`src/rtl/axis_pkg.sv`:
```
// Shared constants and FSM encoding for the AXI-Stream packet framer.
package axis_pkg;

   localparam int unsigned DEFAULT_DATA_WIDTH = 32;
   localparam int unsigned DEFAULT_PKT_LEN    = 8;
   localparam int unsigned PKT_COUNT_W        = 16;

   typedef enum logic [1:0] {
      ST_IDLE     = 2'd0,
      ST_PAYLOAD  = 2'd1,
      ST_CHECKSUM = 2'd2
   } state_t;

endpackage

```
`src/rtl/axis_out_reg.sv`:
```
// Output skid-free register: loads a word when the slot is free and holds it
// stable until the downstream handshake completes.
module axis_out_reg #(
   parameter int unsigned DATA_WIDTH = 32
) (
   input  logic                    clk,
   input  logic                    rst_n,
   input  logic                    load,
   input  logic [DATA_WIDTH-1:0]   load_data,
   input  logic [DATA_WIDTH/8-1:0] load_strb,
   input  logic                    load_last,
   input  logic                    tready,
   output logic                    tvalid,
   output logic [DATA_WIDTH-1:0]   tdata,
   output logic [DATA_WIDTH/8-1:0] tstrb,
   output logic                    tlast
);

   // Load wins over drain: the parent only loads when the slot frees this cycle.
   always_ff @(posedge clk or negedge rst_n) begin
      if (!rst_n) begin
         tvalid <= 1'b0;
         tdata  <= '0;
         tstrb  <= '0;
         tlast  <= 1'b0;
      end else if (load) begin
         tvalid <= 1'b1;
         tdata  <= load_data;
         tstrb  <= load_strb;
         tlast  <= load_last;
      end else if (tvalid && tready) begin
         tvalid <= 1'b0;
         tlast  <= 1'b0;
      end
   end

endmodule

```
`src/rtl/axis_packet_framer.sv`:
```
// Forwards payload words and appends a strobe-masked additive checksum word
// after each packet (closed by tlast or by reaching PKT_LEN words).
module axis_packet_framer
   import axis_pkg::*;
#(
   parameter int unsigned DATA_WIDTH = DEFAULT_DATA_WIDTH,
   parameter int unsigned PKT_LEN    = DEFAULT_PKT_LEN
) (
   input  logic                    s01_axis_aclk,
   input  logic                    s01_axis_aresetn,
   input  logic [DATA_WIDTH-1:0]   s01_axis_tdata,
   input  logic [DATA_WIDTH/8-1:0] s01_axis_tstrb,
   input  logic                    s01_axis_tvalid,
   input  logic                    s01_axis_tlast,
   output logic                    s01_axis_tready,
   input  logic                    m01_axis_tready,
   output logic [DATA_WIDTH-1:0]   m01_axis_tdata,
   output logic [DATA_WIDTH/8-1:0] m01_axis_tstrb,
   output logic                    m01_axis_tvalid,
   output logic                    m01_axis_tlast,
   output logic [PKT_COUNT_W-1:0]  pkt_count
);

   localparam int unsigned STRB_W = DATA_WIDTH / 8;
   localparam int unsigned CNT_W  = $clog2(PKT_LEN + 1);

   state_t                  state_q, state_d;
   logic [DATA_WIDTH-1:0]   sum_q;
   logic [CNT_W-1:0]        cnt_q;
   logic [CNT_W-1:0]        cnt_inc;
   logic                    rst_done_q;
   logic [PKT_COUNT_W-1:0]  pkt_count_q;

   logic                    slot_free;
   logic                    in_ready;
   logic                    in_xfer;
   logic                    out_xfer;
   logic                    pkt_close;
   logic                    cks_load;
   logic                    out_load;
   logic [DATA_WIDTH-1:0]   out_data;
   logic [STRB_W-1:0]       out_strb;
   logic                    out_last;
   logic [DATA_WIDTH-1:0]   masked;

   assign slot_free = !m01_axis_tvalid || m01_axis_tready;
   assign in_xfer   = s01_axis_tvalid && in_ready;
   assign out_xfer  = m01_axis_tvalid && m01_axis_tready;
   assign cnt_inc   = cnt_q + CNT_W'(1);
   assign pkt_close = s01_axis_tlast || (cnt_inc == CNT_W'(PKT_LEN));

   // Bytes with a cleared strobe contribute zero to the checksum.
   always_comb begin
      masked = '0;
      for (int b = 0; b < STRB_W; b++) begin
         masked[b*8 +: 8] = s01_axis_tstrb[b] ? s01_axis_tdata[b*8 +: 8] : 8'h00;
      end
   end

   always_ff @(posedge s01_axis_aclk or negedge s01_axis_aresetn) begin
      if (!s01_axis_aresetn) begin
         state_q <= ST_IDLE;
      end else begin
         state_q <= state_d;
      end
   end

   always_comb begin
      state_d = state_q;
      unique case (state_q)
         ST_IDLE: begin
            if (in_xfer) begin
               state_d = pkt_close ? ST_CHECKSUM : ST_PAYLOAD;
            end
         end
         ST_PAYLOAD: begin
            if (in_xfer && pkt_close) begin
               state_d = ST_CHECKSUM;
            end
         end
         ST_CHECKSUM: begin
            if (out_xfer && m01_axis_tlast) begin
               state_d = ST_IDLE;
            end
         end
         default: state_d = ST_IDLE;
      endcase
   end

   // Checksum is loaded once the last payload word leaves; tlast marks it as already loaded.
   always_comb begin
      in_ready = 1'b0;
      cks_load = 1'b0;
      out_load = 1'b0;
      out_data = s01_axis_tdata;
      out_strb = s01_axis_tstrb;
      out_last = 1'b0;
      if (state_q == ST_CHECKSUM) begin
         cks_load = !m01_axis_tvalid || (m01_axis_tready && !m01_axis_tlast);
         out_load = cks_load;
         out_data = sum_q;
         out_strb = '1;
         out_last = 1'b1;
      end else begin
         in_ready = rst_done_q && slot_free;
         out_load = s01_axis_tvalid && rst_done_q && slot_free;
      end
   end

   assign s01_axis_tready = in_ready;

   always_ff @(posedge s01_axis_aclk or negedge s01_axis_aresetn) begin
      if (!s01_axis_aresetn) begin
         sum_q <= '0;
         cnt_q <= '0;
      end else if (cks_load) begin
         sum_q <= '0;
         cnt_q <= '0;
      end else if (in_xfer) begin
         sum_q <= sum_q + masked;
         cnt_q <= cnt_inc;
      end
   end

   // Holds input ready low through reset and releases it on the first edge after.
   always_ff @(posedge s01_axis_aclk or negedge s01_axis_aresetn) begin
      if (!s01_axis_aresetn) begin
         rst_done_q <= 1'b0;
      end else begin
         rst_done_q <= 1'b1;
      end
   end

   always_ff @(posedge s01_axis_aclk or negedge s01_axis_aresetn) begin
      if (!s01_axis_aresetn) begin
         pkt_count_q <= '0;
      end else if (out_xfer && m01_axis_tlast) begin
         pkt_count_q <= pkt_count_q + PKT_COUNT_W'(1);
      end
   end

   assign pkt_count = pkt_count_q;

   axis_out_reg #(
      .DATA_WIDTH (DATA_WIDTH)
   ) u_out_reg (
      .clk       (s01_axis_aclk),
      .rst_n     (s01_axis_aresetn),
      .load      (out_load),
      .load_data (out_data),
      .load_strb (out_strb),
      .load_last (out_last),
      .tready    (m01_axis_tready),
      .tvalid    (m01_axis_tvalid),
      .tdata     (m01_axis_tdata),
      .tstrb     (m01_axis_tstrb),
      .tlast     (m01_axis_tlast)
   );

endmodule
```
`config.mk`:
```
export PLATFORM = sky130hd
export DESIGN_NAME = axis_packet_framer
export DESIGN_NICKNAME = d
export VERILOG_FILES = /design/src/rtl/axis_pkg.sv /design/src/rtl/axis_out_reg.sv /design/src/rtl/axis_packet_framer.sv
export SDC_FILE = /design/constraint.sdc
export NUM_CORES = 1
export LEC_CHECK = 0
export CORE_ASPECT_RATIO = 1.25
export CORE_MARGIN = 3
export CORE_UTILIZATION = 35
export DETAILED_ROUTE_END_ITERATION = 8
export GPL_ROUTABILITY_DRIVEN = 1
export PLACE_DENSITY = 0.68
export SLEW_MARGIN = 0
export SYNTH_ARGS = -nofsm -noshare
export SYNTH_HDL_FRONTEND = slang
export SYNTH_SLANG_ARGS = --single-unit
```
`constraint.sdc`:
```
create_clock -name s01_axis_aclk -period 3.3 [get_ports s01_axis_aclk]
set_input_delay 0.495 -clock s01_axis_aclk [delete_from_list [all_inputs] [get_ports s01_axis_aclk]]
set_output_delay 0.495 -clock s01_axis_aclk [all_outputs]
set_load 0.005 [all_outputs]
```
After elaboration in Yosys (flattened, before gate mapping)
Index checks and enable logic that the tools add are counted.

word-level totals
  register bits = 93
  bits of input ports = 41
  output and inout bits = 55
  word-level logic and storage cells = 57

cells by class
  add/sub/neg operators = 3
  eq/ne operators = 6
  mux-type cells = 22
  reduce and logical (&&, ||, !) cells = 17

operators with widths
  operator                 number
  $mux W32                 3
  $add A32 B32 Y32         1
  $mux W8                  4
  $add A16 B1 Y16 const B  1
  $mux W4                  3
  $logic_and A1 B1 Y1      8
  $mux W2                  4
  $mux W1                  7
  $ne A2 B2 Y1 const B     3
  $pmux W2 S3              1
  $add A4 B1 Y4 const B    1
  $eq A4 B4 Y1 const B     1
  $reduce_bool A2 Y1       2
  $logic_or A1 B1 Y1       3
  $reduce_and A3 Y1        1
  $eq A2 B1 Y1 const B     1
  $eq A2 B2 Y1 const B     1
  $logic_not A1 Y1         2
  $logic_not A2 Y1         1

Logic depth before layout (Yosys ltp)
  depth in word-level cells = 8
  depth in mapped cells = 12
  mapped depth without buffers = 12

Cells and area by module
A second synthesis with hierarchy kept.

second synthesis, totals
  cell total of the unflattened synthesis = 669
  area total of the unflattened synthesis = 5975.7 sq um

modules (own cells, without submodules)
  module              times used  cells each  area each (sq um)
  axis_packet_framer  1           586         4525.6
  axis_out_reg        1           83          1450.1

Least setup slack after synthesis
Ideal clock, no wire load.

  path type = input -> register
  start = input port s01_axis_tstrb[0]
  end = register sum_q[30]
  library setup time = 130 ps
  arrival = 2675 ps
  required time = 3170 ps
  slack = 495 ps
  cell stages on the path = 12
  path buffers = 0
  path through = and2_1 > ha_1 > fa_1 > a21oi_1 > o211ai_2 > a211oi_2 > o21ai_2 > a31oi_2 > o31ai_2 > o41ai_2 > xor2_1 > o21ai_1

on the way
  longest elaborated chain between the ends = 4

ends and longest elaborated chain
  what                  line                       source
  start, declared       axis_packet_framer.sv:12   input logic [DATA_WIDTH/8-1:0] s01_axis_tstrb,
  $mux W8               axis_packet_framer.sv:56   masked[b*8 +: 8] = s01_axis_tstrb[b] ? s01_axis_tdata[b*8 +: 8] : 8'h00;
  $add A32 B32 Y32      axis_packet_framer.sv:120  sum_q <= sum_q + masked;
  $mux W32              axis_packet_framer.sv:119  end else if (in_xfer) begin
  $mux W32              axis_packet_framer.sv:116  end else if (cks_load) begin
  end signal, assigned  axis_packet_framer.sv:120
  end, declared         axis_packet_framer.sv:28   logic [DATA_WIDTH-1:0] sum_q;

Every way passes these cells. The select of a mux whose other input is x is not followed.
A chain may end at the register's enable or synchronous reset.

Worst setup path after layout
Same ends and word-level chain as after synthesis.

==> impl_summary.log <==
[metrics] required arrival time at the worst endpoint: approximately 3.5 ns
[metrics] TritonCTS clock tree: built
[metrics] maximum vdd drop: around 310 uV
[metrics] fraction of final layout cells with drive strength greater than 1: between 9 and 10%
[metrics] maximum number of buffers from clock root to sink: 2
[metrics] syn_area_per_cell: roughly 8.6 um^2
[metrics] GR peak layer: met2
[metrics] Async S/R FF share, synth: between 90% and 100%
[metrics] Post-CTS Hold Fix Bufs: 0
[metrics] Comb pwr share: roughly half
[metrics] outcome: finished clean
[metrics] fraction of power consumed by sequential logic: 33.1%
[metrics] final-report setup violation count: 0
[metrics] maximum clock frequency: ~320 MHz
[metrics] worst skew pair latency: 0.35 ns
[metrics] horizontal die dimension: 119 um
[metrics] final hold slack: ~0.14 ns
[metrics] share of the clock period used by the worst path: between 90 and 100%
[metrics] average wire length per cell after detail routing: 14.7 um
[metrics] YS warnings: 0
[metrics] unique cell type count in the Yosys netlist: 53
[metrics] final worst clock skew: 0.00856 ns
[metrics] GR Util All Layers: roughly 17%
[metrics] number of register bits inferred by synthesis: between 90 and 100
[metrics] weighted congestion reported at the end of routability-driven placement: 0.879
[metrics] Pint: 0.00360 W
[metrics] cell count after synthesis: approximately 650
[metrics] overall routed net length: about 14 mm
[metrics] pin count of the biggest net entering global routing: around 60
[metrics] first-iteration detailed-routing DRC count: 266
[metrics] largest fanout of any net on the critical path: 3
[metrics] # DRC: 0
[metrics] type of the worst setup path: input pin to flop
[metrics] total power draw: 0.00591 W
[metrics] time the worst path needs with I/O delays and setup: 3.14 ns
[metrics] R2R cell count: 11
[metrics] power per cell area: slightly above 800 nW/um^2
[metrics] area added between synthesis and finish: 30.0%
[metrics] count of nets after finishing: roughly 840
[metrics] combined area of all synthesized cells: 5620 um^2
[metrics] met3 capacity usage during global routing: roughly 2.0%
[metrics] vias in the first global route: a little over 5,000
[metrics] net switching power figure: 0.00231 W
[metrics] die area: approximately 18,000 um^2
[metrics] number of CTS-inserted buffers: 9
[metrics] starting density of the core: between 30 and 40%
[metrics] Final Hold Fails: 0
[metrics] number of antenna cells inserted: 0
[metrics] worst hold path type: input pin to asynchronous set/reset pin
[metrics] Antenna Nets Post-Route: 0
[metrics] Area contributors post-synth: sky130_fd_sc_hd__dfrtp_1 (41%), sky130_fd_sc_hd__nand2_1 (8.3%), sky130_fd_sc_hd__ha_1 (7.3%), sky130_fd_sc_hd__o21ai_0 (4.4%), sky130_fd_sc_hd__xnor2_1 (4.4%)
[metrics] number of max-cap violations: 0
[metrics] Mapped Nets: 727
[metrics] Clock Power Share: around 19%
[metrics] wire length of the first global-routing pass: ~25 mm
[metrics] GR met2 Demand/Resource: 30.2%
[metrics] net switching share of the total power: 39.1%
[metrics] routed via count divided by cell count: between 5 and 6
[metrics] sequential fraction of the synthesis area: around two fifths
[metrics] kind of capture point of the worst setup path: flop
[metrics] LEAKAGE: around 3.3 nW
[metrics] final global-route overflow total: 0
[metrics] Max-Slew Margin vs Limit: 59.1%
[metrics] buffer count from post-CTS setup fixing: 0
[metrics] fin. max-slew vios: 0
[metrics] worst path arrival time: 3.36 ns
[metrics] Filler Cell Count: between 1,000 and 1,500
[metrics] number of antenna violations at the first check in global routing: 0
[metrics] number of enable-type register cells in the synthesized netlist: 0
[metrics] Sink Count: 93
[metrics] crit start category: input pin
[metrics] quantity of I/O buffers inserted on ports: between 90 and 100
[metrics] most common flop cell mapped by yosys: sky130_fd_sc_hd__dfrtp_1
[metrics] clk slew on worst S/H paths: 0.07 ns
[metrics] DIE HEIGHT: about 150 um
[metrics] Pre-Repair DR Iteration Count: 4
[metrics] cell type with the highest aggregate area in the netlist: sky130_fd_sc_hd__dfrtp_1
[metrics] unrepaired setup endpoints after global routing: false
[metrics] overall via count from detail_route: around 5,000
[metrics] fraction of synthesized cell area taken by the top area cell type: 41.4%
[metrics] Detail Placement HPWL: 10.4 mm
[metrics] cell at the root of the clock tree: sky130_fd_sc_hd__clkbuf_16
[metrics] I/O pin total: 96
[metrics] area inside the core boundary: ~16,000 um^2
[metrics] maximum level of the CTS H-tree: 3
[metrics] total number of placement rows: 51
[metrics] transition time of the tightest slew-check pin: slightly above 0.6 ns
[metrics] grt met1 use: 21.0%
## power groups by stage
stage	clock [W]	combinational [W]	sequential, W
after floorplan	0	0.00168	0.00192
after global placement	0	0.00285	0.00197
after detailed placement	0	0.00288	0.00198
after CTS	0.00112	0.00290	0.00196
after global routing	0.00116	0.00322	0.00203
final	0.00109	0.00286	0.00196
## metal layers
| layer | vias to the layer above | share of wire (%) | wire [um] |
|---|---|---|---|
| li1 | 2487 | - | - |
| met1 | 2359 | 44 | 6400 |
| met2 | 82 | 51 | 7290 |
| met3 | 17 | 3.2 | 465 |
| met4 | 0 | 1.7 | 252 |
| met5 | - | 0 | 0 |
## synthesized netlist by cell type, types with 2 or more instances
cell type	count
sky130_fd_sc_hd__nor3_1	3
sky130_fd_sc_hd__o21bai_1	3
sky130_fd_sc_hd__xor2_1	20
sky130_fd_sc_hd__and2_1	34
sky130_fd_sc_hd__inv_1	10
sky130_fd_sc_hd__o211ai_1	2
sky130_fd_sc_hd__a21o_1	14
sky130_fd_sc_hd__clkbuf_1	23
sky130_fd_sc_hd__o21ai_1	7
sky130_fd_sc_hd__nand2b_1	2
sky130_fd_sc_hd__buf_2	2
sky130_fd_sc_hd__o21ai_0	49
sky130_fd_sc_hd__xnor2_1	28
sky130_fd_sc_hd__nor2b_1	3
sky130_fd_sc_hd__nor2_1	45
sky130_fd_sc_hd__ha_1	33
sky130_fd_sc_hd__nand2_1	124
sky130_fd_sc_hd__nand3_1	37
sky130_fd_sc_hd__o211ai_2	2
sky130_fd_sc_hd__and3_1	8
sky130_fd_sc_hd__buf_1	6
sky130_fd_sc_hd__a31oi_1	36
sky130_fd_sc_hd__dfrtp_1	93
sky130_fd_sc_hd__a21oi_2	2
sky130_fd_sc_hd__a21oi_1	32
sky130_fd_sc_hd__o31a_1	2
sky130_fd_sc_hd__nand4_1	6
## registers in the layout (all words and copies together), names as in the netlist
register and cells:
sum_q 32, u_out_reg.tdata 32, pkt_count 16, cnt_q 4, u_out_reg.tstrb 4, state_q 2
rst_done_q 1, u_out_reg.tlast 1, u_out_reg.tvalid 1
## placed cells by master (no fill, tap or decap), types with 2 or more instances in the layout
master and n:
sky130_fd_sc_hd__nand2_1 123, sky130_fd_sc_hd__clkdlybuf4s50_1 94, sky130_fd_sc_hd__dfrtp_1 93, sky130_fd_sc_hd__o21ai_0 49, sky130_fd_sc_hd__nor2_1 45, sky130_fd_sc_hd__nand3_1 37
sky130_fd_sc_hd__a31oi_1 36, sky130_fd_sc_hd__and2_1 34, sky130_fd_sc_hd__ha_1 33, sky130_fd_sc_hd__buf_4 32, sky130_fd_sc_hd__a21oi_1 31, sky130_fd_sc_hd__xnor2_1 28
sky130_fd_sc_hd__xor2_1 20, sky130_fd_sc_hd__a21o_1 14, sky130_fd_sc_hd__inv_1 10, sky130_fd_sc_hd__clkbuf_16 9, sky130_fd_sc_hd__and3_1 8, sky130_fd_sc_hd__o21ai_1 7
sky130_fd_sc_hd__nand4_1 6, sky130_fd_sc_hd__a21oi_2 3, sky130_fd_sc_hd__o21bai_1 3, sky130_fd_sc_hd__nor3_1 3, sky130_fd_sc_hd__nand2b_1 2, sky130_fd_sc_hd__nand2_2 2
sky130_fd_sc_hd__o211ai_2 2, sky130_fd_sc_hd__o31a_1 2, sky130_fd_sc_hd__nor2b_1 2, sky130_fd_sc_hd__o211ai_1 2, sky130_fd_sc_hd__clkinv_4 2, sky130_fd_sc_hd__inv_8 2
sky130_fd_sc_hd__buf_12 2
## per-stage QoR
step / setup slack [ns] / TNS, ns / instances / instance area [um^2] / util, %
after global routing: 0.0153 / 0 / 977 / 7300 / 46.7
after global placement: -0.160 / -0.424 / 961 / 6990 / 44.7
final: 0.158 / 0 / 977 / 7300 / 46.7
after CTS: 0.0866 / 0 / 977 / 7300 / 46.7
after detailed placement: -0.226 / -0.899 / 961 / 6990 / 44.7
after floorplan: 0.495 / 0 / 652 / 5620 / -
## kinds of logic (layout without fill, tap and decap cells)
kind of cell / count (synthesis) / count (layout) / synth area share, %
AO/OA/AOI/OAI: 164 / 164 / 18.5
XOR/XNOR: 48 / 48 / 7.48
adder cells (fa/ha/maj): 34 / 34 / 7.71
buffers and inverters: 41 / 154 / 2.78
flip-flops: 93 / 93 / 41.4
multiplexers: 1 / 1 / 0.200
other: 1 / 1 / 0.0668
AND/OR/NAND/NOR: 270 / 270 / 21.8
## critical path, stage by stage
cell	delay, ns
sky130_fd_sc_hd__clkdlybuf4s50_1	0.46
sky130_fd_sc_hd__and2_1	0.18
sky130_fd_sc_hd__ha_1	0.21
sky130_fd_sc_hd__fa_1	0.42
sky130_fd_sc_hd__a21oi_2	0.21
sky130_fd_sc_hd__o211ai_2	0.11
sky130_fd_sc_hd__a211oi_2	0.24
sky130_fd_sc_hd__o21ai_2	0.10
sky130_fd_sc_hd__a31oi_2	0.26
sky130_fd_sc_hd__o31ai_2	0.13
sky130_fd_sc_hd__o41ai_2	0.27
sky130_fd_sc_hd__xor2_1	0.18
sky130_fd_sc_hd__o21ai_1	0.07
## layout make-up
| class | count | area, um^2 | share of cell area [%] |
|---|---|---|---|
| Clock inverter | 6 | 78.8 | 1.08 |
| Tap cell | 212 | 265 | 3.63 |
| Inverter | 10 | 37.5 | 0.514 |
| Timing Repair Buffer | 128 | 1220 | 16.7 |
| Sequential cell | 93 | 2330 | 31.9 |
| Clock buffer | 10 | 229 | 3.14 |
| Multi-Input combinational cell | 518 | 3140 | 43.0 |
## worst paths after layout
path	from	endpoint	slack, ns
setup reg to reg	sum_q[0]	sum_q[30]	0.52
hold / removal	s01_axis_aresetn	pkt_count[4]	0.14
min in group s01_axis_aclk	u_out_reg.tstrb[2]	u_out_reg.tstrb[2]	0.47
setup / recovery	s01_axis_tstrb[0]	sum_q[30]	0.16
hold reg to reg	u_out_reg.tstrb[2]	u_out_reg.tstrb[2]	0.47
max in group asynchronous	s01_axis_aresetn	sum_q[13]	2.47
## timing repair
item | CTS | global route
resized for setup | 0 | 1
hold endpoints to repair | 0 | 0
setup endpoints to repair | 0 | 2
Note: power is estimated with default switching activity, not from simulation.
